[src/rtl/wgmt_sched_pkg.sv]
// Shared definitions for the WGMT round-robin scheduler: FSM state encoding
// and the default field widths used by the scheduler and the WGMT bench.
package wgmt_sched_pkg;

  localparam int DEF_N_REQ = 4;
  localparam int DEF_W_MT  = 11;
  localparam int DEF_W_NT  = 16;
  localparam int DEF_W_GAP = 8;

  typedef logic [1:0] state_t;

  localparam state_t ST_IDLE  = 2'd0;
  localparam state_t ST_START = 2'd1;
  localparam state_t ST_RUN   = 2'd2;
  localparam state_t ST_GAP   = 2'd3;

endpackage

[src/rtl/wgmt_sched_if.sv]
// Bundle of requester-side and WGMT-side signals around the scheduler.
// slave = the scheduler, master = requesters plus the WGMT end_PW source.
interface wgmt_sched_if
  import wgmt_sched_pkg::*;
#(
  parameter int N_REQ = DEF_N_REQ,
  parameter int W_MT  = DEF_W_MT,
  parameter int W_NT  = DEF_W_NT,
  parameter int W_GAP = DEF_W_GAP
);

  logic [N_REQ-1:0]      req;
  logic [N_REQ*W_MT-1:0] mt_in;
  logic [N_REQ*W_NT-1:0] nt_in;
  logic [W_GAP-1:0]      gap_cyc;
  logic                  abort;
  logic [N_REQ-1:0]      gnt;
  logic [N_REQ-1:0]      done;
  logic                  err;
  logic                  busy;
  logic                  wg_st;
  logic [W_MT-1:0]       wg_MT;
  logic [W_NT-1:0]       wg_NTclk;
  logic                  wg_end_PW;

  modport slave (
    input  req, mt_in, nt_in, gap_cyc, abort, wg_end_PW,
    output gnt, done, err, busy, wg_st, wg_MT, wg_NTclk
  );

  modport master (
    output req, mt_in, nt_in, gap_cyc, abort, wg_end_PW,
    input  gnt, done, err, busy, wg_st, wg_MT, wg_NTclk
  );

endinterface

[src/rtl/wgmt_sched_rr_pick.sv]
// Combinational round-robin picker: first set request at or above ptr,
// wrapping around. The request vector is doubled and rotated down by ptr so
// a plain lowest-bit priority encoder finds the winner's offset from ptr.
module wgmt_sched_rr_pick #(
  parameter int N_REQ = 4,
  parameter int IW    = (N_REQ > 1) ? $clog2(N_REQ) : 1
) (
  input  logic [N_REQ-1:0] req,
  input  logic [IW-1:0]    ptr,
  output logic [N_REQ-1:0] win_oh,
  output logic [IW-1:0]    win_idx
);

  localparam logic [IW:0] N_L = N_REQ[IW:0];

  logic [N_REQ-1:0] rot;
  logic [IW-1:0]    off;
  logic [IW:0]      sum;

  // rotate, priority-encode the lowest set bit, then map back to an index
  always_comb begin
    rot = N_REQ'({req, req} >> ptr);
    off = '0;
    for (int i = N_REQ - 1; i >= 0; i--) begin
      if (rot[i]) off = i[IW-1:0];
    end
    sum = {1'b0, ptr} + {1'b0, off};
    if (sum >= N_L) sum = sum - N_L;
    win_idx = sum[IW-1:0];
    win_oh  = '0;
    win_oh[win_idx] = 1'b1;
  end

endmodule

[src/rtl/wgmt_sched.sv]
// Round-robin scheduler sharing one WGMT pulse-width generator between
// N_REQ requesters: arbitrate, load operands, fire st, wait for end_PW,
// report done (or err on abort), then hold off for a guard gap.
//
//   state | meaning
//   IDLE  | arbitrating; WGMT free
//   START | operands loaded, st high for this single cycle
//   RUN   | pulse in progress, waiting for end_PW
//   GAP   | guard gap after a pulse, requests ignored
module wgmt_sched
  import wgmt_sched_pkg::*;
#(
  parameter int N_REQ = DEF_N_REQ,
  parameter int W_MT  = DEF_W_MT,
  parameter int W_NT  = DEF_W_NT,
  parameter int W_GAP = DEF_W_GAP
) (
  input logic         clk,
  input logic         rst_n,
  wgmt_sched_if.slave bus
);

  localparam int IW = (N_REQ > 1) ? $clog2(N_REQ) : 1;
  localparam logic [IW-1:0] LAST_IDX = IW'(N_REQ - 1);

  state_t           state;
  logic [IW-1:0]    ptr;
  logic [IW-1:0]    w_idx;
  logic [W_GAP-1:0] gap_cnt;
  logic [N_REQ-1:0] gnt_r;
  logic [N_REQ-1:0] done_r;
  logic             err_r;
  logic             st_r;
  logic [W_MT-1:0]  mt_r;
  logic [W_NT-1:0]  nt_r;

  logic [N_REQ-1:0] pick_oh;
  logic [IW-1:0]    pick_idx;
  logic [IW-1:0]    ptr_nxt;
  logic             kill;
  logic             run_end;

  wgmt_sched_rr_pick #(.N_REQ(N_REQ), .IW(IW)) u_pick (
    .req     (bus.req),
    .ptr     (ptr),
    .win_oh  (pick_oh),
    .win_idx (pick_idx)
  );

  // abort outranks end_PW; end_PW is only honoured once the pulse is running
  assign kill    = bus.abort && (state == ST_START || state == ST_RUN);
  assign run_end = bus.wg_end_PW && !bus.abort && (state == ST_RUN);
  assign ptr_nxt = (w_idx == LAST_IDX) ? '0 : w_idx + 1'b1;

  // FSM, operand registers, round-robin pointer and guard-gap down-counter
  always_ff @(posedge clk or negedge rst_n) begin
    if (!rst_n) begin
      state   <= ST_IDLE;
      ptr     <= '0;
      w_idx   <= '0;
      gap_cnt <= '0;
      gnt_r   <= '0;
      done_r  <= '0;
      err_r   <= 1'b0;
      st_r    <= 1'b0;
      mt_r    <= '0;
      nt_r    <= '0;
    end else begin
      st_r   <= 1'b0;
      done_r <= '0;
      err_r  <= 1'b0;
      if (kill || run_end) begin
        gnt_r  <= '0;
        ptr    <= ptr_nxt;
        done_r <= run_end ? gnt_r : '0;
        err_r  <= kill;
        // a zero gap skips GAP entirely so the next arbitration is immediate
        if (bus.gap_cyc == '0) begin
          state <= ST_IDLE;
        end else begin
          state   <= ST_GAP;
          gap_cnt <= bus.gap_cyc - 1'b1;
        end
      end else begin
        case (state)
          ST_IDLE: begin
            if (|bus.req) begin
              w_idx <= pick_idx;
              gnt_r <= pick_oh;
              mt_r  <= bus.mt_in[int'(pick_idx) * W_MT +: W_MT];
              nt_r  <= bus.nt_in[int'(pick_idx) * W_NT +: W_NT];
              st_r  <= 1'b1;
              state <= ST_START;
            end
          end
          ST_START: state <= ST_RUN;
          ST_RUN:   state <= ST_RUN;
          ST_GAP: begin
            if (gap_cnt == '0) state <= ST_IDLE;
            else               gap_cnt <= gap_cnt - 1'b1;
          end
          default: state <= ST_IDLE;
        endcase
      end
    end
  end

  assign bus.gnt      = gnt_r;
  assign bus.done     = done_r;
  assign bus.err      = err_r;
  assign bus.busy     = (state != ST_IDLE);
  assign bus.wg_st    = st_r;
  assign bus.wg_MT    = mt_r;
  assign bus.wg_NTclk = nt_r;

endmodule

[src/flat_wrapper.sv]
// flat-port wrapper written by rule: the top's interface ports become plain ports
module wgmt_sched_flat import wgmt_sched_pkg::*;
#(
  parameter int N_REQ = DEF_N_REQ,
  parameter int W_MT  = DEF_W_MT,
  parameter int W_NT  = DEF_W_NT,
  parameter int W_GAP = DEF_W_GAP
)
  (clk, rst_n, bus_req, bus_mt_in, bus_nt_in, bus_gap_cyc, bus_abort, bus_wg_end_PW, bus_gnt, bus_done, bus_err, bus_busy, bus_wg_st, bus_wg_MT, bus_wg_NTclk);
  wgmt_sched_if #(.N_REQ(N_REQ), .W_MT(W_MT), .W_NT(W_NT), .W_GAP(W_GAP)) bus_i ();
  input logic clk;
  input logic rst_n;
  input wire logic [$bits(bus_i.req)-1:0] bus_req;
  input wire logic [$bits(bus_i.mt_in)-1:0] bus_mt_in;
  input wire logic [$bits(bus_i.nt_in)-1:0] bus_nt_in;
  input wire logic [$bits(bus_i.gap_cyc)-1:0] bus_gap_cyc;
  input wire logic [$bits(bus_i.abort)-1:0] bus_abort;
  input wire logic [$bits(bus_i.wg_end_PW)-1:0] bus_wg_end_PW;
  output wire logic [$bits(bus_i.gnt)-1:0] bus_gnt;
  output wire logic [$bits(bus_i.done)-1:0] bus_done;
  output wire logic [$bits(bus_i.err)-1:0] bus_err;
  output wire logic [$bits(bus_i.busy)-1:0] bus_busy;
  output wire logic [$bits(bus_i.wg_st)-1:0] bus_wg_st;
  output wire logic [$bits(bus_i.wg_MT)-1:0] bus_wg_MT;
  output wire logic [$bits(bus_i.wg_NTclk)-1:0] bus_wg_NTclk;
  assign bus_i.req = bus_req;
  assign bus_i.mt_in = bus_mt_in;
  assign bus_i.nt_in = bus_nt_in;
  assign bus_i.gap_cyc = bus_gap_cyc;
  assign bus_i.abort = bus_abort;
  assign bus_i.wg_end_PW = bus_wg_end_PW;
  assign bus_gnt = bus_i.gnt;
  assign bus_done = bus_i.done;
  assign bus_err = bus_i.err;
  assign bus_busy = bus_i.busy;
  assign bus_wg_st = bus_i.wg_st;
  assign bus_wg_MT = bus_i.wg_MT;
  assign bus_wg_NTclk = bus_i.wg_NTclk;
  wgmt_sched #(.N_REQ(N_REQ), .W_MT(W_MT), .W_NT(W_NT), .W_GAP(W_GAP)) u_core (.clk(clk), .rst_n(rst_n), .bus(bus_i));
endmodule
[config.mk]
export PLATFORM = sky130hd
export DESIGN_NAME = wgmt_sched_flat
export DESIGN_NICKNAME = d
export VERILOG_FILES = /design/src/rtl/wgmt_sched_pkg.sv /design/src/rtl/wgmt_sched_if.sv /design/src/rtl/wgmt_sched_rr_pick.sv /design/src/rtl/wgmt_sched.sv /design/src/flat_wrapper.sv
export SDC_FILE = /design/constraint.sdc
export NUM_CORES = 1
export LEC_CHECK = 0
export CORE_ASPECT_RATIO = 1.25
export CORE_MARGIN = 5
export CORE_UTILIZATION = 42
export CTS_BUF_LIST = sky130_fd_sc_hd__clkbuf_8
export CTS_CLUSTER_SIZE = 24
export DETAILED_ROUTE_END_ITERATION = 10
export GPL_ROUTABILITY_DRIVEN = 0
export PLACE_DENSITY = 0.83
export SLEW_MARGIN = 20
export SYNTH_ARGS = -nofsm -noshare
export SYNTH_HDL_FRONTEND = slang
export SYNTH_SLANG_ARGS = --single-unit
export TNS_END_PERCENT = 1
[constraint.sdc]
create_clock -name clk -period 3.7 [get_ports clk]
set_input_delay 0.555 -clock clk [delete_from_list [all_inputs] [get_ports clk]]
set_output_delay 0.555 -clock clk [all_outputs]
set_load 0.005 [all_outputs]
==> summary.md <==
| Metric | Value |
|---|---|
| Outcome | `completed` |
| Worst rel slew slack | `56.84%` |
| Reg-to-Reg Start | `u_core.ptr[0]$_DFFE_PN0P_` |
| Setup ws final | `558.5 ps` |
| Final Hold Fails | `0` |
| DIE AREA | `9766 um^2` |
| Class of the worst hold path | `in2async` |
| Crit path DAT | `3330 ps` |
| Cts hold-fix bufs | `0` |
| Routed Antenna Nets | `0` |
| Met2 wire len | `5582 um` |
| Fin. max-slew vios | `0` |
| Post-Synth Simple-Gate Area | `16.94%` |
| Number of H-tree levels | `2` |
| Clock sink count | `51` |
| Synth Instances | `343` |
| Area after DPL | `5054 um^2` |
| Yosys cell types | `43` |
| Final instance area | `5145 um^2` |
| Leakage | `0.002178 uW` |
| Synthesized-area fraction occupied by adder cells | `between 2 and 2.5%` |
| Ports | `about 160` |
| Final core area utilization | `66.41%` |
| Compound-cell area share of the yosys netlist | `between 10% and 20%` |
| Crit path time final | `3141 ps` |
| Global route overflow | `0` |
| Clock skew | `14.43 ps` |
| Drt first pass iters | `4` |
| RSZ-0062 raised after global routing | `no` |
| WL met3 | `approximately 540 um` |
| R2R setup slack | `820 ps` |
| Core region area | `7747 um^2` |
| F_max | `0.3183 GHz` |
| Top layer in use | `met4` |
| Post-Synth XOR/XNOR Area | `1.323%` |
| First-pass GRT wire length | `15,380 um` |
| DRC errors left | `0` |
| Worst reg2reg endpoint | `u_core.bus.wg_MT[4]$_DFFE_PN0P_` |
| Type of element launching the critical path | `input port` |
| Worst R2R Path Depth | `11` |
| N_diodes | `0` |
| Fraction of layout instances using a drive strength above 1 | `12.00%` |
| Crit share post-route | `84.90%` |
| Resized Gates After CTS | `0` |
| Final Power | `4040 uW` |
| Initial core utilization | `42.72%` |
| Nets | `roughly 630` |
| Max Cap Viol | `0` |
| Pwr dens | `just under 800 nW/um^2` |
| Post-synthesis mux area share | `between 15 and 20%` |
| Vias per inst | `approximately 5.4` |
| Vias | `~3,200` |
| Maximum vdd drop | `0.6981 mV` |
| Critical Path Fanout Max | `24` |
| Setup TNS | `0 ps` |
| Row count | `36` |
| Critical Path RT | `3890 ps` |
| Total GRT Usage | `roughly a fifth` |
| Hpwl dp | `between 7000 and 8000 um` |
| Crit Path Category | `in2reg` |
| Latest clock arrival within the worst-skew pair | `320 ps` |
| Clock Tree Root | `clkbuf_8` |
| CTS Buffer Depth | `2` |
| Yosys reg bits | `51` |
| Die Span X | `89.40 um` |
| Main combinational cell family by area after synthesis | `multiplexers` |
| Initial antenna violation count | `0` |
| Post-synth net total | `473` |
| Mapped Area | `3309 um^2` |
| Area delta synth->final | `55.46%` |
| Finish-stage setup viols | `0` |
| Port buffer count | `161` |
| CTS tree | `done` |
| Worst-path clk slew | `100 ps` |
| YS warnings | `0` |
| Syn Area/Cell | `9.648 um^2` |
| Largest net degree at the start of global routing | `36` |
| Vias in the first global route | `3,188` |
| Seq/Total Area, Yosys | `about 39%` |
| Sum of routed wire segments on met1 | `between 3000 and 4000 um` |
| CTS Buf Count | `5` |
| Crit end category | `flop` |
| Chip height | `109.2 um` |
| Dpl ws | `about 250 ps` |
| Slew @ Worst Pin | `about 650 ps` |
| Setup bufs post-CTS | `0` |
| Drt initial violations | `131` |
| Fillers | `~640` |
| Drt wl/cell | `17.35 um` |
| WL final | `10,320 um` |
-- synth_stat cells --
library cell	instances	area, um^2
ha_1	6	75.07
and3_1	1	6.260
o31ai_1	2	15.01
nor2b_1	1	6.260
nand3_1	7	35.03
o311ai_2	1	16.27
nor3_4	1	16.27
inv_1	7	26.28
nor3_1	5	25.02
o21ai_0	6	30.03
and2_1	5	31.28
nand4b_1	1	8.760
a31oi_1	2	12.51
xnor2_1	3	26.28
mux2i_1	30	300.3
nor4_1	3	18.77
o32ai_1	1	8.760
o221a_2	1	11.26
a221oi_1	1	8.760
clkbuf_1	10	37.54
o221ai_1	2	17.52
a22o_1	1	8.760
mux2_2	19	214.0
buf_6	3	33.78
a21o_1	2	15.01
o211ai_1	2	15.01
nand4_1	1	6.260
nand4b_2	1	15.01
or2_2	1	6.260
a221o_1	29	290.3
a311oi_1	1	8.760
mux2_4	9	135.1
and3b_1	1	8.760
nand2b_1	2	12.51
a21oi_1	11	55.05
xor2_1	2	17.52
or4_1	3	22.52
dfrtp_1	51	1276
nor2_1	23	86.33
nand2_1	68	255.2
buf_1	1	3.750
a22oi_1	4	30.03
buf_2	12	60.06
-- cell families (layout without fill, tap and decap cells) --
logic type / count (synthesis) / count (layout)
mux: 58 / 58
compound gates: 66 / 66
fa+ha+maj: 6 / 6
xor+xnor: 5 / 5
simple gates: 124 / 124
flops: 51 / 51
buf+inv: 33 / 190
-- per-layer routing --
metal,up-vias,track usage (%)
li1,1563,-
met2,100,36.72
met3,19,3.855
met4,0,7.660
met5,-,0
met1,1539,23.15
-- worst max-delay path by stage --
| stage | from | end | slack [ps] | depth (start not counted) |
|---|---|---|---|---|
| 2_1_floorplan | bus_req[2] | u_core.bus.wg_MT[8]$_DFFE_PN0P_ | 800 | 10 |
| 3_3_place_gp | bus_req[2] | u_core.bus.wg_MT[7]$_DFFE_PN0P_ | 360 | 10 |
| 3_5_place_dp | bus_req[0] | u_core.bus.wg_MT[4]$_DFFE_PN0P_ | 250 | 12 |
| 4_1_cts | bus_req[0] | u_core.bus.wg_MT[4]$_DFFE_PN0P_ | 590 | 12 |
| 5_1_grt | bus_req[0] | u_core.bus.wg_MT[4]$_DFFE_PN0P_ | 370 | 12 |
| 6_report | bus_req[0] | u_core.bus.wg_MT[4]$_DFFE_PN0P_ | 560 | 12 |
-- cell usage in the layout (no fill, tap or decap), types with 4 or more instances in the layout --
| cell | instances |
|---|---|
| clkdlybuf4s50_1 | 160 |
| nand2_1 | 68 |
| dfrtp_1 | 51 |
| mux2i_1 | 30 |
| a221o_1 | 29 |
| nor2_1 | 21 |
| mux2_2 | 19 |
| buf_4 | 13 |
| a21oi_1 | 11 |
| mux2_4 | 9 |
| inv_1 | 7 |
| nand3_1 | 7 |
| o21ai_0 | 6 |
| ha_1 | 6 |
| and2_1 | 5 |
| nor3_1 | 5 |
| clkbuf_8 | 5 |
| a22oi_1 | 4 |
-- per-stage QoR --
| step | hold WS, ps | std cells |
|---|---|---|
| 2_1_floorplan | 259.4 | 343 |
| 3_3_place_gp | 467.6 | 587 |
| 3_5_place_dp | 488.5 | 587 |
| 4_1_cts | 214.8 | 595 |
| 5_1_grt | 234.7 | 595 |
| 6_report | 201.3 | 595 |
-- registers in the layout, indices dropped and copies added (netlist names) --
signal and count:
u_core.bus.done 4, u_core.bus.err 1, u_core.bus.gnt 4, u_core.bus.wg_MT 11, u_core.bus.wg_NTclk 16, u_core.bus.wg_st 1
u_core.gap_cnt 8, u_core.ptr 2, u_core.state 2, u_core.w_idx 2
-- power by group --
part | internal [uW] | leakage, uW | switching (uW)
Combinational | 1470 | 0.00150 | 1240
Sequential | 809 | 0.000634 | 185
Clock | 136 | 0.0000485 | 202
Total | 2420 | 0.00218 | 1620
-- area by class of cell --
type                       count  area (um^2)  share of cell area, %
multi-input combinational    259         1908                  37.09
tap                           95        118.9                  2.310
clock inverter                 3        22.52                 0.4377
timing repair buffer         175         1724                  33.51
sequential                    51         1276                  24.81
clock buffer                   5        68.82                  1.338
inverter                       7        26.28                 0.5107
-- worst max-delay path: stages --
cell and delay (ps):
clkdlybuf4s50_1 600, nor2_1 70, a221o_1 350, nand2_1 70, nand3_1 80, ha_1 200
xor2_1 140, buf_4 170, xor2_4 180, buf_12 210, mux2_2 350, a221o_1 350
(Power assumes the default switching activity.)
